## src/rtl/fft_pkg.sv

```systemverilog
// Shared constants and the capture-stage state type for the 512-point FFT slice.
package fft_pkg;

    localparam int NUM_POINTS = 512;
    localparam int ADDR_W     = 9;
    localparam int DATA_W     = 16;

    typedef enum logic [1:0] {
        IDLE     = 2'd0,
        FILL     = 2'd1,
        START    = 2'd2,
        WAIT_FFT = 2'd3
    } loader_state_t;

endpackage

```

## src/rtl/bit_reverse.sv

```systemverilog
// Purely combinational bit-order reversal; dout[i] = din[WIDTH-1-i].
module bit_reverse #(
    parameter int WIDTH = 9
) (
    input  logic [WIDTH-1:0] din,
    output logic [WIDTH-1:0] dout
);

    // Mirror the bit order so linear indices map to decimation-in-time addresses.
    for (genvar i = 0; i < WIDTH; i++) begin : g_rev
        assign dout[i] = din[WIDTH-1-i];
    end

endmodule

```

## src/rtl/sample_loader.sv

```systemverilog
// Capture stage in front of the FFT core: fills one frame of samples into the
// shared SRAM, kicks the core with a one-cycle fft_start, then holds off input
// until fft_done.
//
// Build option: SAMPLE_LOADER_BIT_REVERSE_EN -- when defined, sram_addr is the
// bit-reversed sample index (decimation-in-time order); otherwise linear.
//
// state    | meaning
// ---------+---------------------------------------------------------------
// IDLE     | not capturing; waits for capture_ena
// FILL     | sample_ready high; one SRAM write per accepted sample
// START    | frame complete; fft_start is raised on the following cycle
// WAIT_FFT | core running; fft_done honoured from the second cycle onward
module sample_loader
    import fft_pkg::*;
#(
    parameter int NUM_POINTS = fft_pkg::NUM_POINTS,
    parameter int ADDR_W     = $clog2(NUM_POINTS),
    parameter int DATA_W     = fft_pkg::DATA_W
) (
    input  logic              clk,
    input  logic              n_rst,
    input  logic              capture_ena,
    input  logic [DATA_W-1:0] sample_in,
    input  logic              sample_valid,
    output logic              sample_ready,
    output logic              sram_write_ena,
    output logic [ADDR_W-1:0] sram_addr,
    output logic [DATA_W-1:0] sram_wdata,
    output logic              fft_start,
    input  logic              fft_done,
    output logic              busy,
    output logic [7:0]        frame_count
);

    loader_state_t     state;
    loader_state_t     state_next;
    logic [ADDR_W-1:0] idx;
    logic [ADDR_W-1:0] idx_addr;
    logic              accept;
    logic              last_sample;
    logic              wait_armed;
    logic              done_seen;

    assign accept      = sample_valid && sample_ready;
    assign last_sample = (idx == ADDR_W'(NUM_POINTS - 1));
    // A done level left over from the previous run must not end WAIT_FFT on
    // its first cycle, so fft_done only counts once wait_armed is set.
    assign done_seen   = (state == WAIT_FFT) && wait_armed && fft_done;
    assign busy        = (state != IDLE);

`ifdef SAMPLE_LOADER_BIT_REVERSE_EN
    bit_reverse #(
        .WIDTH(ADDR_W)
    ) u_bit_reverse (
        .din (idx),
        .dout(idx_addr)
    );
`else
    assign idx_addr = idx;
`endif

    // Next-state decode for the capture sequence.
    always_comb begin
        state_next = state;
        case (state)
            IDLE:     if (capture_ena) state_next = FILL;
            FILL:     if (accept && last_sample) state_next = START;
            START:    state_next = WAIT_FFT;
            WAIT_FFT: if (done_seen) state_next = capture_ena ? FILL : IDLE;
            default:  state_next = IDLE;
        endcase
    end

    // State, handshake outputs, index counter, SRAM write port and frame counter.
    always_ff @(posedge clk) begin
        if (!n_rst) begin
            state          <= IDLE;
            sample_ready   <= 1'b0;
            fft_start      <= 1'b0;
            wait_armed     <= 1'b0;
            idx            <= '0;
            sram_write_ena <= 1'b0;
            sram_addr      <= '0;
            sram_wdata     <= '0;
            frame_count    <= 8'd0;
        end else begin
            state          <= state_next;
            sample_ready   <= (state_next == FILL);
            fft_start      <= (state == START);
            wait_armed     <= (state == WAIT_FFT);
            sram_write_ena <= accept;
            if (accept) begin
                sram_addr  <= idx_addr;
                sram_wdata <= sample_in;
                idx        <= last_sample ? '0 : idx + 1'b1;
            end
            if (done_seen && (frame_count != 8'hFF)) begin
                frame_count <= frame_count + 8'd1;
            end
        end
    end

endmodule

```

## config.mk

```make
export PLATFORM = sky130hd
export DESIGN_NAME = sample_loader
export DESIGN_NICKNAME = d
export VERILOG_FILES = /design/src/rtl/fft_pkg.sv /design/src/rtl/bit_reverse.sv /design/src/rtl/sample_loader.sv
export SDC_FILE = /design/constraint.sdc
export NUM_CORES = 1
export LEC_CHECK = 0
export BUFFER_PORTS_ARGS = -buffer_cell sky130_fd_sc_hd__buf_2
export CORE_MARGIN = 5
export CORE_UTILIZATION = 46
export CTS_BUF_LIST = sky130_fd_sc_hd__clkbuf_4 sky130_fd_sc_hd__clkbuf_8
export DETAILED_ROUTE_END_ITERATION = 8
export PLACE_DENSITY = 0.73
export SYNTH_ARGS = -nofsm -noshare
export SYNTH_HDL_FRONTEND = slang
export SYNTH_SLANG_ARGS = --single-unit
```

## constraint.sdc

```tcl
create_clock -name clk -period 4.05 [get_ports clk]
set_input_delay 0.405 -clock clk [delete_from_list [all_inputs] [get_ports clk]]
set_output_delay 0.405 -clock clk [all_outputs]
set_load 0.01 [all_outputs]
```

* Word-level counts from Yosys, hierarchy flattened
Cells that the tools add are included.
W data, S select, Z words.
** Cells by class
- Add/sub/neg operators :: 2
- Equality and inequality tests :: 6
- Muxes and demuxes :: 6
- Reduce and logical (&&, ||, !) cells :: 7
** Operators with widths (number)
- $add A9 B1 Y9 const B :: 1
- $eq A9 B9 Y1 const B :: 1
- $mux W9 :: 1
- $add A8 B1 Y8 const B :: 1
- $ne A8 B8 Y1 const B :: 1
- $pmux W2 S4 :: 1
- $mux W2 :: 3
- $logic_and A1 B1 Y1 :: 5
- $eq A2 B1 Y1 const B :: 2
- $eq A2 B2 Y1 const B :: 2
- $logic_not A2 Y1 :: 1
- $reduce_bool A2 Y1 :: 1
- $mux W1 :: 1
** Word-level totals
- Register bits :: 48
- Output and inout bits :: 37
- Logic and storage cells :: 30

* Longest topological paths before layout
Gate-level depths: netlist of the first run.
- Depth after elaboration :: 6
- Gate-level depth with buffers :: 7
- Gate-level depth less buffers :: 7

* Least setup slack after synthesis of the first run
OpenSTA, ideal clock, no wires.
- Path type :: reg-to-reg
- Start point :: register frame_count[0]
- End point :: register frame_count[5]
- Setup time :: 70 ps
- Arrival time :: 1358 ps
- Data required time :: 3980 ps
- Setup slack :: 2621 ps
- Stages on the path, launching flop included :: 6
- Path buffers :: 0
- Clock period less this slack :: 1429 ps
- Path through :: dfxtp_1 ha_1 nand3_1 o21ai_4 or4_1 a21oi_1
** On the way
- Word-level cells in the longest chain between the ends :: 2
- Elaborated cells on any way between the ends :: 3
** Ends and longest elaborated chain
- start: declaration :: RTL line sample_loader.sv:33 : output logic [7:0] frame_count
- start signal: assignment :: RTL line sample_loader.sv:99 : frame_count <= frame_count + 8'd1;
- parallel branches: the longest is 2 deep, another holds $add A8 B1 Y8
Several ways; the timed one is not identified.
A chain may end at the register's enable or synchronous reset.

* Worst setup path in the final report of the first run
- Start point :: register sample_ready
- End point :: register idx[3]
** On the way
- Word-level cells in the longest chain between the ends :: 1
** Ends and longest elaborated chain
- start: declaration :: RTL line sample_loader.sv:26 : output logic sample_ready,
- start signal: assignment :: RTL line sample_loader.sv:89 : sample_ready <= (state_next == FILL);
- $logic_and A1 B1 Y1 :: RTL line sample_loader.sv:45 : assign accept = sample_valid && sample_ready;
- end signal: assignment :: RTL line sample_loader.sv:96 : idx <= last_sample ? '0 : idx + 1'b1;
- end: declaration :: RTL line sample_loader.sv:38 : logic [ADDR_W-1:0] idx;
Every way passes these cells.

==> out/metrics.csv, run 1 <==
stage,metric,value,unit
hold_path,WHS Path Cells,3,
detailed_routing,drc violations,0,
detailed_routing,number of vias per cell,4.90,
placement,DP Area,0.00217,mm^2
placement,detailed-placement wirelength estimate,2650,um
cells_and_area,fill count,372,
cells_and_area,multi-input logic area,836,um^2
detailed_routing,final WL,3860,um
placement,pre-CTS worst setup slack,2110,ps
timing,fmax,576,MHz
setup_path,Worst R2R End,idx[3],
timing,TNS Setup,0,ps
synth,number of synthesized flops with an enable pin,0,
synth,"Distinct cells, synth",30,
cts,Setup Buffers After CTS,0,
pwr,Peak VDD IR,0.000263,V
synth,Cells after Synth,220,
synth,"Seq/Total Area, Yosys",51.8,%
cells_and_area,design area,0.00226,mm^2
setup_path,maximum net fanout on the critical path,34,
cts,post-cts resize count,0,
detailed_routing,first-pass detailed-route iteration total,5,
timing,RSZ-0062 raised after global routing,no,
timing,Clock Skew,9.42,ps
cts,hold buffers post-CTS,0,
setup_path,Crit path max-delay family,simple AND/OR/NAND/NOR gates,
die,Die W,73.5,um
synth,dominant cell type by area after synthesis,dfxtp_1,
detailed_routing,Iter 0 DRT Violations,120,
setup_path,worst setup path class,register to register,
synth,most frequent cells after synthesis,"nand2_1, dfxtp_1, a21oi_1",
cts,CTS Buf Count,5,
timing,Final Slew Violations,0,
global_routing,largest net degree at the start of global routing,35,
global_routing,gr ovfl total,0,
global_routing,global-route wire length before repair,6330,um
timing,Setup WS post-layout,2310,ps
die,Die Height,73.5,um
cts,CTS tree,yes,
global_routing,Total GRT Usage,15.0,%
placement,# port buffers,57,
status,status,finished clean,
cells_and_area,Util after Layout,57.4,%
pwr,PwrDens,372,mW/mm^2
die,core footprint,0.00394,mm^2
die,FP Rows,23,
die,# IOs,58,
setup_path,CP peak stage delay,590,ps
setup_path,Worst setup SP type,register,
detailed_routing,Final ANT Viol Nets,0,
global_routing,vias in the first global route,1435,
cts,clk sinks,48,
setup_path,r2r setup slk,2310,ps
timing,Tcrit/Tclk final,42.9,%
timing,Slew Limit Headroom,30.4,%
global_routing,initial antenna violation count,0,
synth,top_reg_cell synth,dfxtp_1,
setup_path,CP Capture Type,register,
setup_path,"Slowest-stage cell, CP",nand2_1,
setup_path,reg2reg start,sample_ready,
cells_and_area,P&R area growth vs syn,22.0,%
timing,final setup violation count,0,
synth,asr flop ratio synth,0,%
synth,Mapped Area,0.00186,mm^2
cells_and_area,fin cells,325,
cts,H-tree lvl count,2,
cells_and_area,register area,961,um^2
cts,CTS Buffer Depth,2,
cts,"CTS clk-pin slew, worst paths",90,ps
setup_path,Worst EP arrival,1970,ps
synth,synthesized area per cell,8.44,um^2
placement,placed cell count,317,
synth,dominant cells by area after synthesis,"dfxtp_1, nand2_1, a21oi_1, nor2_1, xor2_1",
timing,Least-Margin Pin Slew,1040,ps
detailed_routing,Vias,1594,
hold_path,Worst Hold Launch,sample_in[14],
cells_and_area,antenna cells,0,
synth,syn nets,244,
die,die area,0.00541,mm^2
setup_path,required time worst endpoint,4280,ps
setup_path,"Cell Chain, Critical Path","nand2_1, or3_1, a21oi_1",
synth,"FF+latch count, synth",48,
synth,Synth top area share,51.8,%
detailed_routing,Avg WL per Cell,11.9,um
cts,CTS root buf,clkbuf_8,
hold_path,worst min path class,input pin to register,
job,Max Cap Viol,0,
synth,"count leader, synth",nand2_1,
die,Starting Density,47.1,%
setup_path,worst path bufs/invs,0,
synth,Yosys warnings,0,
cells_and_area,share of layout cells above drive strength 1,26.2,%
pwr,static leakage,0.973,nW
cts,"Clk Latency, worst-skew pair",300,ps
timing,Period minus WS final,1740,ps
hold_path,Hold Path Sink,sram_wdata[14],
cells_and_area,# nets final,298,
timing,final hold vios,0,
setup_path,R2R cell count,3,
placement,gpl congestion,0.763,
==> sequential cells by signal (all words and copies together) (netlist names) <==
name            cells
sram_write_ena      1
state               2
sample_ready        1
fft_start           1
sram_addr           9
frame_count         8
wait_armed          1
idx                 9
sram_wdata         16
==> routing by layer <==
metal | vias to the layer above | share of wire [%] | GRT usage, %
li1 | 850 | - | -
met1 | 705 | 45 | 18.8
met2 | 37 | 48 | 24.0
met3 | 2 | 6.0 | 5.20
met4 | 0 | 0.70 | 4.83
met5 | - | 0 | 0
==> where the power goes <==
part / internal [mW] / switching (mW) / total, mW
Sequential: 0.481 / 0.00584 / 0.487
Clock: 0.146 / 0.156 / 0.301
Combinational: 0.0213 / 0.0331 / 0.0543
Total: 0.648 / 0.195 / 0.842
==> tightest hold or removal path, stage by stage <==
cell and delay, ps:
buf_2 90, nand2_1 40, a21oi_1 50
==> stage by stage <==
stage | power, mW | hold WS (ps)
finish | 0.842 | 333
global route | 0.876 | 324
CTS | 0.851 | 332
detailed placement | 0.553 | 443
global placement | 0.553 | 439
floorplan | 0.528 | 449
==> area by class of cell <==
| cell class | count | area share, % |
|---|---|---|
| Clock buffer | 7 | 3.98 |
| Clock inverter | 1 | 0.331 |
| Inverter | 2 | 0.331 |
| Multi-Input combinational cell | 158 | 36.9 |
| Sequential cell | 48 | 42.4 |
| Tap cell | 50 | 2.76 |
| Timing Repair Buffer | 59 | 13.3 |
==> cells by family after synthesis <==
family                     count (synthesis)  synth area share (%)
AOI/OAI and AO/OA                         45                  14.0
and+or+nand+nor                          101                  24.7
buffers and inverters                     14                  3.23
xor gates and xnor gates                   8                  3.77
DFF                                       48                  51.8
muxes                                      1                 0.539
adders and majority gates                  3                  2.02
==> worst max path at each step <==
stage	from	to	slack [ps]	cells past startpoint
6_report	sample_ready	idx[3]	2310	3
5_1_grt	sample_ready	idx[3]	2040	3
4_1_cts	sample_ready	idx[3]	2250	3
3_5_place_dp	sample_valid	idx[3]	2110	4
3_3_place_gp	sample_valid	idx[3]	2150	4
2_1_floorplan	frame_count[0]	frame_count[5]	2620	5
==> cells in the final DEF (no fill, tap or decap), types with 2 or more instances in the layout <==
master	n
o31ai_1	3
or4_1	3
inv_1	2
o21ai_0	2
nand4_1	4
buf_4	2
o211ai_1	2
a21oi_1	33
buf_2	57
clkbuf_8	6
nor3_1	5
xnor2_1	2
xor2_1	6
nand2_1	60
nor2_1	14
and3_1	2
nand3_1	5
dfxtp_1	48
a31oi_1	2
ha_1	3
or3_1	2
Note: power is estimated with default switching activity, not from simulation.
==> inputs of run 2 (changes only) <==
Clock period 4.05 ns to 1.6 ns, I/O delays scaled along.
==> run 2 against run 1 <==
Wire length grew 7.0%. Via count grew 6.2%. Register-to-register slack lost 2200 ps. Global-route usage grew 1.1 points. Sequential cell count is the same. Maximum frequency grew 17%. Core utilization grew 3.3 points. First-iteration DRC count shrank 22%. Non-clock buffer count grew 10. Total power grew to 2.7 times the previous value. Critical path type unchanged. Critical endpoint is now frame_count[5]. Largest power group unchanged.
==> out/metrics.csv, run 2 (synthesis results as in run 1) <==
stage,metric,value,unit,change
status,status,finished clean,,
cts,CTS Buf Count,5,,unchanged
detailed_routing,first-pass detailed-route iteration total,4,,-1
timing,final hold vios,0,,unchanged
cts,CTS root buf,clkbuf_8,,
timing,Slew Limit Headroom,72.9,%,+43 points
setup_path,r2r setup slk,110,ps,-2200 ps
die,# IOs,58,,unchanged
job,Max Cap Viol,0,,unchanged
timing,fmax,673,MHz,+17%
timing,Setup WS post-layout,114,ps,-2200 ps
setup_path,R2R cell count,4,,+1
timing,Period minus WS final,1490,ps,-249 ps
detailed_routing,Final ANT Viol Nets,0,,unchanged
setup_path,worst setup path class,register to register,,
cells_and_area,# nets final,309,,+3.7%
placement,detailed-placement wirelength estimate,2940,um,+11%
setup_path,Worst EP arrival,1710,ps,-260 ps
detailed_routing,final WL,4130,um,+7.0%
global_routing,vias in the first global route,1646,,+15%
global_routing,initial antenna violation count,0,,unchanged
placement,gpl congestion,0.845,,+11%
cts,H-tree lvl count,2,,unchanged
global_routing,gr ovfl total,0,,unchanged
cts,clk sinks,48,,unchanged
cts,post-cts resize count,0,,unchanged
detailed_routing,Vias,1693,,+6.2%
cells_and_area,top flop regs,"sram_wdata (16), idx (9), sram_addr (9)",,
die,Die Height,73.5,um,unchanged
global_routing,Total GRT Usage,16.1,%,+1.1 points
cells_and_area,share of layout cells above drive strength 1,31.1,%,+4.9 points
setup_path,reg2reg start,state[0],,
cells_and_area,design area,0.00239,mm^2,+5.7%
detailed_routing,Avg WL per Cell,12.3,um,+3.5%
setup_path,maximum net fanout on the critical path,8,,-76%
cells_and_area,Largest Register,sram_wdata,,
die,die area,0.00541,mm^2,unchanged
cts,CTS tree,yes,,
setup_path,CP Launch Point,state[0],,
timing,final setup violation count,0,,unchanged
die,Die W,73.5,um,unchanged
placement,# port buffers,57,,unchanged
cells_and_area,most frequent cells in the layout,"nand2_1, buf_2, dfxtp_1",,
pwr,static leakage,1.03,nW,+5.9%
timing,TNS Setup,0,ps,unchanged
setup_path,CP Capture Type,register,,
hold_path,worst min path class,input pin to register,,
timing,Tcrit/Tclk final,92.9,%,+50 points
cells_and_area,antenna cells,0,,unchanged
placement,pre-CTS worst setup slack,51.4,ps,-2060 ps
global_routing,global-route wire length before repair,6920,um,+9.4%
detailed_routing,number of vias per cell,5.04,,+2.7%
setup_path,required time worst endpoint,1830,ps,-2450 ps
setup_path,Worst setup SP type,register,,
cts,Setup Buffers After CTS,0,,unchanged
pwr,Peak VDD IR,0.000869,V,+230%
cts,"CTS clk-pin slew, worst paths",90,ps,about the same
cells_and_area,P&R area growth vs syn,28.9,%,
cells_and_area,Util after Layout,60.7,%,+3.3 points
die,FP Rows,23,,unchanged
detailed_routing,Iter 0 DRT Violations,94,,-22%
timing,Clock Skew,7.55,ps,-1.88 ps
global_routing,largest net degree at the start of global routing,33,,-5.7%
cts,"Clk Latency, worst-skew pair",300,ps,about the same
die,core footprint,0.00394,mm^2,unchanged
timing,RSZ-0062 raised after global routing,no,,
pwr,Tot Pwr,2.27,mW,+170%
timing,Least-Margin Pin Slew,406,ps,-637 ps
setup_path,end of the critical path,frame_count[5],,
cts,CTS Buffer Depth,2,,unchanged
detailed_routing,drc violations,0,,unchanged
cells_and_area,max FFs per register,16,,unchanged
timing,Final Slew Violations,0,,unchanged
pwr,PwrDens,949,mW/mm^2,+160%
setup_path,Worst R2R End,frame_count[5],,
cts,hold buffers post-CTS,0,,unchanged
placement,DP Area,0.00225,mm^2,+4.0%
die,Starting Density,47.1,%,unchanged
cells_and_area,"commonest non-fill, non-tap cell in the layout",nand2_1,,
## run 2: cell type report
type,instances,area [um^2]
sequential,48,962
timing repair buffer,69,388
fill,362,1550
tap,50,62.6
clock inverter,3,46.3
inverter,2,7.51
multi-input combinational,159,858
clock buffer,5,68.8
## run 2: worst min path at each step
stage,startpoint,to,cells after the start
4_1_cts,sample_in[6],sram_wdata[6],3
6_report,sample_in[6],sram_wdata[6],3
3_5_place_dp,sample_in[13],sram_wdata[13],3
3_3_place_gp,sample_in[0],sram_wdata[0],3
2_1_floorplan,sample_in[0],sram_wdata[0],2
5_1_grt,sample_in[4],sram_wdata[4],3
## run 2: routing by layer
metal  vias to the layer above  part of all wire [%]  wire, um  global-route usage [%]
li1                        874                     -         -                       -
met1                       771                    46      1890                    19.7
met2                        42                    48      1980                    26.9
met3                         6                   4.7       193                    3.97
met4                         0                   1.6        68                    6.44
met5                         -                     0         0                       0
## run 2: critical path, stage by stage, from the launching register on
cell	delay, ps
dfxtp_1	450
and4_2	330
o21ai_4	100
or4_1	400
a21oi_1	150
## run 2: power by group
group	internal (mW)	switching, mW
Sequential	1.22	0.0129
Combinational	0.0655	0.0898
Clock	0.471	0.415
Total	1.75	0.518
## run 2: stage by stage
step	hold WS [ps]	instances
floorplan	296	220
global placement	401	327
detailed placement	411	327
CTS	85.9	335
global route	89.6	336
finish	91.6	336
